--- src/rtl/tm1638_key_events.sv ---
// TM1638 key debouncer and edge-event queue. Optional auto-repeat tracker
// is built when TM1638_KEY_AUTOREPEAT_EN is defined.
module tm1638_key_events #(
    parameter int DEBOUNCE_CYCLES = 10000,
    parameter int FIFO_DEPTH      = 4,
    parameter int REPEAT_DELAY    = 500000,
    parameter int REPEAT_PERIOD   = 100000
) (
    input  logic       clk_1MHz,
    input  logic       rst,
    input  logic [7:0] keys_raw,
    output logic [7:0] keys_stable,
    output logic       event_valid,
    input  logic       event_ready,
    output logic [2:0] event_key,
    output logic       event_press,
    output logic       event_repeat,
    output logic       overflow,
    input  logic       clear_overflow
);
    localparam int CW = (DEBOUNCE_CYCLES > 1) ? $clog2(DEBOUNCE_CYCLES) : 1;
    localparam logic [CW-1:0] CMAX = CW'(DEBOUNCE_CYCLES - 1);
    localparam int AW = (FIFO_DEPTH > 1) ? $clog2(FIFO_DEPTH) : 1;

    logic [7:0]         r_sync1, r_sync2;
    logic [7:0][CW-1:0] r_cnt;
    logic [7:0]         r_pend, r_pend_type;
    logic [4:0]         r_mem [FIFO_DEPTH];
    logic [AW-1:0]      r_wptr, r_rptr;
    logic [AW:0]        r_count;

    logic [7:0] w_raise, w_grant;
    logic [2:0] w_sel;
    logic       w_any, w_pop, w_push_ok, w_push, w_ovf;
    logic [4:0] w_din, w_head;
    logic       w_rpt_req;
    logic [2:0] w_rpt_key;

    always_ff @(posedge clk_1MHz or negedge rst) begin
        if (!rst) begin
            r_sync1     <= '0;
            r_sync2     <= '0;
            keys_stable <= '0;
            r_cnt       <= '0;
        end else begin
            r_sync1 <= keys_raw;
            r_sync2 <= r_sync1;
            for (int k = 0; k < 8; k++) begin
                if (r_sync2[k] == keys_stable[k]) begin
                    r_cnt[k] <= '0;
                end else if (r_cnt[k] == CMAX) begin
                    keys_stable[k] <= ~keys_stable[k];
                    r_cnt[k]       <= '0;
                end else begin
                    r_cnt[k] <= r_cnt[k] + 1'b1;
                end
            end
        end
    end

    // Lowest pending key wins; a repeat request only fills an idle push slot.
    always_comb begin
        w_raise = '0;
        w_grant = '0;
        w_sel   = '0;
        w_any   = 1'b0;
        w_push  = 1'b0;
        w_din   = '0;
        for (int k = 0; k < 8; k++)
            w_raise[k] = (r_sync2[k] != keys_stable[k]) && (r_cnt[k] == CMAX);
        for (int k = 0; k < 8; k++) begin
            if (r_pend[k] && !w_any) begin
                w_any = 1'b1;
                w_sel = 3'(k);
            end
        end
        w_pop     = event_valid && event_ready;
        w_push_ok = (r_count < (AW+1)'(FIFO_DEPTH)) || w_pop;
        if (w_any && w_push_ok) begin
            w_push         = 1'b1;
            w_grant[w_sel] = 1'b1;
            w_din          = {1'b0, r_pend_type[w_sel], w_sel};
        end else if (w_rpt_req && w_push_ok) begin
            w_push = 1'b1;
            w_din  = {1'b1, 1'b1, w_rpt_key};
        end
        w_ovf = |(w_raise & r_pend & ~w_grant);
    end

    always_ff @(posedge clk_1MHz or negedge rst) begin
        if (!rst) begin
            r_pend      <= '0;
            r_pend_type <= '0;
            overflow    <= 1'b0;
        end else begin
            for (int k = 0; k < 8; k++) begin
                if (w_raise[k]) begin
                    r_pend[k]      <= 1'b1;
                    r_pend_type[k] <= r_sync2[k];
                end else if (w_grant[k]) begin
                    r_pend[k] <= 1'b0;
                end
            end
            if (w_ovf)               overflow <= 1'b1;
            else if (clear_overflow) overflow <= 1'b0;
        end
    end

    always_ff @(posedge clk_1MHz) begin
        if (w_push) r_mem[r_wptr] <= w_din;
    end

    always_ff @(posedge clk_1MHz or negedge rst) begin
        if (!rst) begin
            r_wptr  <= '0;
            r_rptr  <= '0;
            r_count <= '0;
        end else begin
            if (w_push) r_wptr <= r_wptr + 1'b1;
            if (w_pop)  r_rptr <= r_rptr + 1'b1;
            case ({w_push, w_pop})
                2'b10:   r_count <= r_count + 1'b1;
                2'b01:   r_count <= r_count - 1'b1;
                default: r_count <= r_count;
            endcase
        end
    end

    assign w_head       = r_mem[r_rptr];
    assign event_valid  = (r_count != '0);
    assign event_key    = event_valid ? w_head[2:0] : 3'd0;
    assign event_press  = event_valid & w_head[3];
    assign event_repeat = event_valid & w_head[4];

`ifdef TM1638_KEY_AUTOREPEAT_EN
    logic        r_rpt_act;
    logic [2:0]  r_rpt_key;
    logic [31:0] r_rpt_cnt;
    logic [7:0]  w_press;
    logic [2:0]  w_press_key;

    assign w_rpt_req = r_rpt_act && (r_rpt_cnt == '0) && keys_stable[r_rpt_key];
    assign w_rpt_key = r_rpt_key;

    // Several simultaneous presses: track the highest index.
    always_comb begin
        w_press     = w_raise & r_sync2;
        w_press_key = '0;
        for (int k = 0; k < 8; k++)
            if (w_press[k]) w_press_key = 3'(k);
    end

    always_ff @(posedge clk_1MHz or negedge rst) begin
        if (!rst) begin
            r_rpt_act <= 1'b0;
            r_rpt_key <= '0;
            r_rpt_cnt <= '0;
        end else if (|w_press) begin
            r_rpt_act <= 1'b1;
            r_rpt_key <= w_press_key;
            r_rpt_cnt <= 32'(REPEAT_DELAY - 1);
        end else if (r_rpt_act && w_raise[r_rpt_key]) begin
            r_rpt_act <= 1'b0;
        end else if (w_rpt_req) begin
            r_rpt_cnt <= 32'(REPEAT_PERIOD - 1);
        end else if (r_rpt_act && r_rpt_cnt != '0) begin
            r_rpt_cnt <= r_rpt_cnt - 1'b1;
        end
    end
`else
    assign w_rpt_req = 1'b0;
    assign w_rpt_key = 3'd0;
`endif
endmodule

--- config.mk ---
export PLATFORM = sky130hd
export DESIGN_NAME = tm1638_key_events
export DESIGN_NICKNAME = d
export VERILOG_FILES = /design/src/rtl/tm1638_key_events.sv
export SDC_FILE = /design/constraint.sdc
export NUM_CORES = 1
export LEC_CHECK = 0
export ABC_AREA = 1
export BUFFER_PORTS_ARGS = -buffer_cell sky130_fd_sc_hd__buf_2
export CAP_MARGIN = 20
export CORE_ASPECT_RATIO = 1.25
export CORE_UTILIZATION = 30
export DETAILED_ROUTE_END_ITERATION = 8
export GPL_ROUTABILITY_DRIVEN = 0
export GPL_TIMING_DRIVEN = 0
export PLACE_DENSITY = 0.43
export SYNTH_ARGS = -nofsm -noshare
export SYNTH_HDL_FRONTEND = slang
export SYNTH_SLANG_ARGS = --single-unit
--- constraint.sdc ---
create_clock -name clk_1MHz -period 5.7 [get_ports clk_1MHz]
set_clock_uncertainty 0.05 [all_clocks]
set_input_delay 0 -clock clk_1MHz [delete_from_list [all_inputs] [get_ports clk_1MHz]]
set_output_delay 0 -clock clk_1MHz [all_outputs]
set_load 0.02 [all_outputs]
* Word-level counts from Yosys, hierarchy flattened
Memories as Yosys holds them, arrays and structs flattened.
Cells that the tools add are included.
** Storage, ports and cells
- Memories :: 1
- Register bits :: 160
- RAM bits :: 16
- Logic and storage cells :: 207
- Memory bits (read-only) :: 0
- Latch bits :: 0
** Memory list
- r_mem :: words 4, width 4, read ports 1, clocked after memory_dff 0, write ports 1, RTL line 28 : logic [4:0] r_mem [FIFO_DEPTH];
** Cells by class
- Reductions and logical operators :: 46
- Multiply operators :: 0
- $lt $le $gt $ge :: 3
- Div/mod/pow operators :: 0
- Bitwise gates (word level) :: 21
- Equality and inequality tests :: 26
- Add/subtract/negate cells :: 12
- Shift operators :: 0
- Muxes and demuxes :: 60
** Operators by type and width (number)
- $mux W14 :: 16
- $add A14 B1 Y14 const B :: 8
- $eq A14 B14 Y1 const B :: 8
- $mux W1 :: 32
- $mux W3 :: 7
- $reduce_bool A2 Y1 :: 10
- $logic_and A1 B1 Y1 :: 18
- $and A8 B8 Y8 :: 2
- $not A1 Y1 :: 16
- $reduce_and A2 Y1 :: 8
- $eq A1 B1 Y1 :: 8
- $mux W8 :: 1
- $ne A1 B1 Y1 :: 8
- $not A8 Y8 :: 1
- $reduce_or A8 Y1 :: 1
- $logic_not A1 Y1 :: 7
- $pmux W3 S2 :: 1
- $add A2 B1 Y2 const B :: 2
- $lt A3 B4 Y1 const B :: 1
- $mux W4 :: 1
- $add A3 B1 Y3 const B :: 1
- $bmux W1 S3 :: 1
- $demux W1 S3 :: 1
- $ge A3 B1 Y1 const B :: 1
- 8 further kinds :: 8

* Logic depth before layout (Yosys ltp)
Gate-level depths: netlist of run 1.
- Depth in word-level cells :: 31
- Mapped depth :: 12
- Gate-level depth less buffers :: 11

* Worst setup path before layout of run 1
Ideal clock, no wire load.
- Path kind :: register -> register
- From :: register r_pend[0]
- To :: register r_count[2]
- Stages on the path, launching flop included :: 13
- Setup time :: 124 ps
- Data arrival time :: 2046 ps
- Slack :: 3480 ps
- Period minus slack after synthesis :: 2220 ps
- Cell sequence :: dfrtp_1 -> nor2_4 -> nand2_2 -> nor2_2 -> nand4_4 -> nand2_4 -> buf_6 -> ha_1 -> inv_1 -> fa_1 -> a21oi_1 -> o21ai_0 -> xnor2_1
** Between the ends
- Longest elaborated chain between the ends :: 26
- Elaborated cells between the ends (all ways) :: 28
** Ends and longest elaborated chain
- from (decl) :: RTL line 27 : logic [7:0] r_pend, r_pend_type;
- from (signal assigned) :: RTL line 92 : r_pend <= '0;
- from (signal, indexed assignment) :: RTL line 98 : r_pend[k] <= 1'b1;
- from (signal, indexed assignment) :: RTL line 101 : r_pend[k] <= 1'b0;
- $mux W1 (*) :: RTL line 72 : if (r_pend[k] && !w_any) begin
- $logic_not A1 Y1 :: RTL line 72
- $logic_and A1 B1 Y1 :: RTL line 72
- $mux W1 (*) :: RTL line 72
- $logic_not A1 Y1 :: RTL line 72
- $logic_and A1 B1 Y1 :: RTL line 72
- $mux W1 (*) :: RTL line 72
- $logic_not A1 Y1 :: RTL line 72
- [... 10 more ...]
- $mux W1 (*) :: RTL line 72
- $logic_not A1 Y1 :: RTL line 72
- $logic_and A1 B1 Y1 :: RTL line 72
- $mux W1 (*) :: RTL line 72
- $logic_and A1 B1 Y1 (*) :: RTL line 79 : if (w_any && w_push_ok) begin
- $mux W1 (*) :: RTL line 79
- $eq A2 B1 Y1 or $eq A2 B2 Y1 (tied branches) :: RTL line 121 : case ({w_push, w_pop})
- $pmux W3 S2 or $reduce_bool A2 Y1 (tied branches)
- to (signal assigned) :: RTL line 122 : 2'b10: r_count <= r_count + 1'b1;
- to (signal assigned) :: RTL line 123 : 2'b01: r_count <= r_count - 1'b1;
- to (signal assigned) :: RTL line 124 : default: r_count <= r_count;
- to (decl) :: RTL line 30 : logic [AW:0] r_count;
Every way passes the cells marked *; elsewhere a longest branch is shown, timed or not.
A chain may end at the register's enable or synchronous reset.

* Worst setup path after layout of run 1
Ends and elaborated chain as after synthesis.

==> results of run 1 <==
==> final cells by class <==
type,count,area [um2]
Fill cell,2912,17870
Tap cell,350,437.9
Inverter,144,543.0
Timing Repair Buffer,37,272.8
Clock buffer,20,479.2
Buffer,3,23.77
Multi-Input combinational cell,630,3324
Clock inverter,12,130.1
Sequential cell,176,4484
==> power groups by stage <==
stage	sequential, mW	clock, mW	combinational [mW]
4_1_cts	1.49	1.26	0.900
3_5_place_dp	1.51	0	0.893
6_report	1.49	1.21	0.883
5_1_grt	1.50	1.31	1.01
3_3_place_gp	1.51	0	0.886
2_1_floorplan	1.49	0	0.671
==> kinds of logic (layout without fill, tap and decap cells) <==
| family | count (synthesis) | count (layout) | synth area share, % |
|---|---|---|---|
| xor+xnor | 35 | 35 | 3.660 |
| compound gates | 129 | 129 | 8.201 |
| buf+inv | 147 | 216 | 6.767 |
| fa+ha+maj | 14 | 14 | 2.181 |
| mux | 1 | 1 | 0.1344 |
| other cells | 1 | 1 | 0.04477 |
| simple gates | 450 | 450 | 25.47 |
| flops | 176 | 176 | 53.54 |
==> synthesized netlist by cell type (4+ instances only) <==
library cell	instances	area, um2
nor3b_1	10	75.07
dfrtp_1	160	4004
nand3_1	59	295.3
nor2_1	133	499.2
nand4_1	15	93.84
a21oi_1	53	265.3
nor3_2	7	70.07
and3_1	6	37.54
o21ai_0	52	260.3
nor4_1	10	62.56
nand2_2	4	25.02
nor3_1	42	210.2
a31oi_1	8	50.05
o31ai_1	4	30.03
inv_1	137	514.2
nor2_2	10	62.56
xor2_1	24	210.2
nand2_1	139	521.8
edfxtp_1	16	480.5
xnor2_1	11	96.34
ha_1	13	162.7
o21ai_1	5	25.02
inv_2	6	22.52
==> layout by cell type, fill, tap and decap left out, types with 13 or more instances in the layout <==
cell       synthesis  routed
nor2_1           133     133
nor3_1            42      42
inv_1            137     137
nand3_1           59      59
dfrtp_1          160     160
nand2_1          139     139
buf_2              1      25
clkbuf_16          0      19
nand4_1           15      15
o21ai_0           52      52
xor2_1            24      24
a21oi_1           53      53
ha_1              13      13
edfxtp_1          16      16
==> registers in the layout (all words and copies together) (netlist names) <==
signal       count
keys_stable      8
overflow         1
r_cnt          112
r_count          3
r_mem           16
r_pend           8
r_pend_type      8
r_rptr           2
r_sync1          8
r_sync2          8
r_wptr           2
==> per-stage QoR <==
step	hold slack, ps	cells	cell area (um2)
after floorplan	-345.6	953	8376
after global placement	58.05	1328	8939
after detailed placement	-17.28	1329	8976
after CTS	99.50	1372	9696
after global routing	126.5	1372	9696
final	80.59	1372	9696
==> routing by layer <==
layer / GRT usage, % / part of all wire (%) / wire, um
met1: 16.08 / 47 / 7837
met2: 22.04 / 49 / 8158
met3: 2.760 / 2.4 / 394
met4: 4.731 / 1.4 / 241
met5: 0 / 0 / 0
==> worst max-delay path, stage by stage (launching register included) <==
cell     delay, ps
dfrtp_1        440
nor2_4         180
nand2_2         90
nor2_2         130
nand4_4        150
nand2_4        120
buf_6          160
ha_1           150
inv_1           60
fa_1           370
a21oi_1        140
o21ai_0        110
xnor2_1        140
==> how the worst max path moves through the flow <==
stage | slack, ps | cells past startpoint | endpoint
after floorplan | 3480 | 12 | r_count[2]
after global placement | 1850 | 1 | r_cnt[9]
after detailed placement | 3280 | 12 | r_count[2]
after CTS | 3260 | 12 | r_count[2]
after global routing | 3060 | 12 | r_count[2]
final | 3270 | 12 | r_count[2]
==> timing repair <==
item	in CTS	in global routing
endpoints found under the setup margin	0	0
hold buffers	11	0
buffers inserted	0	0
endpoints found under the hold margin	89	0
==> metrics.yaml, run 1 <==
timing:
  fin_crit_sh_pct: 42.56
  rsz0062_at_grt: "no"
  fmax_ghz: 0.4122
  final-setup-viol-count: 0
  final_hold_viol_count: 0
  setup_tns_ps: 0
  maxSlewHeadroom_pct: 44.17
  final_max_slew_viol_count: 0
  setup_slack_ps: 3274
  period_needed_ps: 2426
  worstMarginPinSlew_ps: 831.1
grt:
  grt_max_degree: 83
  grt_pass1_vias: 6141
  grt_usage_pct: 13.02
  grt_first_pass_wirelength_um: 29370
  antenna_found_initial: 0
  overflow: 0
clock_tree:
  cts_buffer_depth: 2
  clock_sinks: 176
  clkLatencyLatePin_ps: 440
  numCtsBuffers: 17
  path_clk_slew_ps: 70
  cts.repair.resized: 0
  cts_tree: "yes"
  cts_root_buffer: "clkbuf_16"
  cts-htree-levels: 4
logic_synthesis:
  syn_inst: 953
  ys_seq_area_share_pct: 53.54
  yosys_register_bits: 176
  syn_nets: 979
  ys_types: 44
  synth_edf_count: 16
  synth_ff_type: "dfrtp_1"
  synth_area_per_cell_um2: 8.789
  ys_warn_count: 0
  async_flop_share_pct: 90.91
  syn_area_um2: 8376
power:
  seqPwrFrac_pct: 41.5
  peakVddDrop_v: 0.0002485
  switching_share_pct: 33.31
  p_total_mw: 3.582
  power.leakage_nw: 4.350
  power.internal_mw: 2.388
  switching_power_mw: 1.193
  pwr-share-clk_pct: 33.8
  power_density_nw_per_um2: 369.4
  comb_power_share_pct: 24.7
worst_setup_path:
  start_kind: "flop"
  ff2ff_setup_slack_ps: 3270
  r2r-start: "r_pend[0]"
  reg2reg_to: "r_count[2]"
  crit_start: "r_pend[0]"
  critPathKind: "reg2reg"
  rr_worst_depth: 12
  end_kind: "flop"
  crit_fanout: 10
  crit_arrival_ps: 2690
  required_ps: 5960
cells_and_area:
  final_util_pct: 35.17
  n_antenna_cell: 0
  nets: 1035
  area_delta_synth_final_pct: 15.76
  layout-drive-gt1-share_pct: 9.883
route:
  ant_nets: 0
  via_count: 6153
  via_per_inst: 4.485
  first_pass_iters: 6
  first_iter_violations: 232
  drc: 0
  drt_wl_total_um: 16630
  wl_per_cell_um: 12.12
placed_design:
  pre_cts_slack_ps: 3276
  dpl.hpwl_um: 12030
  io_buffers: 25
floorplanning:
  dieArea_um2: 28600
  die_w_um: 151.5
  fp.dieH_um: 188.8
  coreArea_um2: 27570
  ios: 27
  initial_utilization_pct: 30.38
  rows: 68
run:
  maxCapViolCount: 0
outcome:
  status: "completed"
hold_path:
  hold_path_class: "in2async"
No activity file was read; power rests on OpenSTA's default activity.
==> run 2: changes to the inputs <==
Settings changed: PLACE_DENSITY 0.43 to 0.45.
Clock period 5.7 ns to 2 ns, I/O delays scaled along.
==> metrics.yaml, run 2 (same netlist as run 1, synthesis figures left out) <==
timing:
  maxSlewHeadroom_pct: 53.61  # +9.4 points
  fmax_ghz: 0.4957  # +20%
  worstMarginPinSlew_ps: 690.9  # -140.2 ps
  final-setup-viol-count: 1  # +1
  rsz0062_at_grt: "yes"
  period_needed_ps: 2018  # -408.3 ps
  setup_slack_ps: -17.53  # -3292 ps
  fin_crit_sh_pct: 100.9  # +58 points
  final_max_slew_viol_count: 0  # unchanged
  final_hold_viol_count: 0  # unchanged
floorplanning:
  initial_utilization_pct: 30.38  # unchanged
  dieArea_um2: 28600  # unchanged
  coreArea_um2: 27570  # unchanged
  ios: 27  # unchanged
  die_w_um: 151.5  # unchanged
  rows: 68  # unchanged
  fp.dieH_um: 188.8  # unchanged
route:
  via_count: 6243  # +1.5%
  drt_wl_total_um: 16520  # -0.67%
  ant_nets: 0  # unchanged
  first_pass_iters: 4  # -2
  via_per_inst: 4.508  # +0.51%
  drc: 0  # unchanged
  first_iter_violations: 244  # +5.2%
  wl_per_cell_um: 11.93  # -1.6%
placed_design:
  pre_cts_slack_ps: -319.0  # -3595 ps
  io_buffers: 25  # unchanged
  placed_area_um2: 9000  # +0.26%
  dpl.hpwl_um: 12010  # -0.11%
cells_and_area:
  fin_area_um2: 9863  # +1.7%
  layout_common_cells: "dfrtp_1, inv_1, nand2_1"
  layout-drive-gt1-share_pct: 12.75  # +2.9 points
  final_common_cell: "dfrtp_1"
  regMostFlops: "r_cnt"
  largest_register_ff_count: 112  # unchanged
  nets: 1048  # +1.3%
  n_antenna_cell: 0  # unchanged
  area_delta_synth_final_pct: 17.76
  top_regs: "r_cnt (112), r_mem (16)"
power:
  peakVddDrop_v: 0.0005514  # +120%
  power_density_nw_per_um2: 1064  # +190%
  power.leakage_nw: 4.420  # +1.6%
worst_setup_path:
  crit_path_top_delay_cell: "dfrtp_1"
  required_ps: 2260  # -3700 ps
  critPathKind: "reg2reg"
  end_kind: "flop"
  slowest_delay_ps: 400  # -40 ps
  crit_chain: "nor2_2, nand2_2, nor2_4, nand4_4, nand2_4, ha_4, inv_4, fa_2, a21oi_2, o21ai_1, xnor2_1"
  start_kind: "flop"
  crit_fanout: 3  # -7
  crit_arrival_ps: 2280  # -410 ps
grt:
  overflow: 0  # unchanged
  use_met3_pct: 2.736  # -0.024 points
  antenna_found_initial: 0  # unchanged
  grt_first_pass_wirelength_um: 29370  # about the same
  grt.met1_usage_pct: 16.03  # -0.051 points
  grt_max_degree: 91  # +9.6%
  grt.busiest_layer: "met2"
  grt_pass1_vias: 6322  # +2.9%
  gr-usage-met2_pct: 21.76  # -0.28 points
  grt_usage_pct: 12.96  # -0.057 points
outcome:
  status: "finished with violations"
  violations: "negative setup slack"
run:
  maxCapViolCount: 0  # unchanged
clock_tree:
  path_clk_slew_ps: 70  # about the same
  clkLatencyLatePin_ps: 430  # about the same
  numCtsBuffers: 17  # unchanged
  cts_buffer_depth: 2  # unchanged
  cts_tree: "yes"
  clock_sinks: 176  # unchanged
  cts_root_buffer: "clkbuf_16"
  cts-htree-levels: 4  # unchanged
hold_path:
  hold_path_class: "in2async"
[run 2: final timing paths]
check / from / endpoint / slack [ps] / depth (start not counted)
worst max-delay path: r_pend[3] / r_count[2] / -20 / 11
min in group clk_1MHz: keys_raw[2] / r_sync1[2] / 150 / 2
worst min-delay path: rst / r_cnt[10] / 80 / 2
worst min register to register: r_sync1[7] / r_sync2[7] / 300 / 0
max in group asynchronous: rst / keys_stable[1] / 980 / 3
worst max register to register: r_pend[3] / r_count[2] / -20 / 11
[run 2: metrics by stage]
| stage | instances | hold slack (ps) | power (mW) | util (%) | TNS (ps) |
|---|---|---|---|---|---|
| final | 1385 | 76.68 | 10.50 | 35.78 | -17.53 |
| after global routing | 1385 | 122.7 | 11.23 | 35.78 | -375.1 |
| after CTS | 1380 | 82.33 | 10.56 | 35.42 | -60.39 |
| after detailed placement | 1329 | -34.31 | 6.990 | 32.65 | -811.8 |
| after global placement | 1328 | 58.09 | 6.962 | 32.51 | -290530 |
| after floorplan | 953 | -345.6 | 6.297 | - | -160.9 |
[run 2: final cells by class]
| cell class | instances | area (um2) |
|---|---|---|
| Clock inverter | 14 | 135.1 |
| Inverter | 144 | 545.5 |
| Multi-Input combinational cell | 630 | 3418 |
| Sequential cell | 176 | 4486 |
| Fill cell | 2902 | 17700 |
| Buffer | 2 | 12.51 |
| Timing Repair Buffer | 51 | 377.9 |
| Clock buffer | 18 | 450.4 |
| Tap cell | 350 | 437.9 |
[run 2: what timing repair did]
action	4_1_cts	5_1_grt
setup endpoints to repair	6	33
setup buffers	8	6
resized for setup	4	19
hold buffers	11	0
hold endpoints to repair	81	0
pin swaps	5	10
[run 2: critical path, delay by kind of cell (launching register included)]
kind | cells | cell delay, ps
AND/OR/NAND/NOR | 5 | 600
adder cells (fa/ha/maj) | 2 | 490
flip-flops | 1 | 400
AO/OA/AOI/OAI | 2 | 210
XOR/XNOR | 1 | 130
buffers and inverters | 1 | 30
[run 2: power by group]
part	internal [mW]	total (mW)	switching, mW
registers	4.04	4.24	0.201
clock network	1.73	3.27	1.54
logic	1.19	2.99	1.80
[run 2: layer usage]
layer	part of all wire, %	routed length, um
met4	1.8	300
met2	49	8048
met1	47	7747
met3	2.6	424
met5	0	0
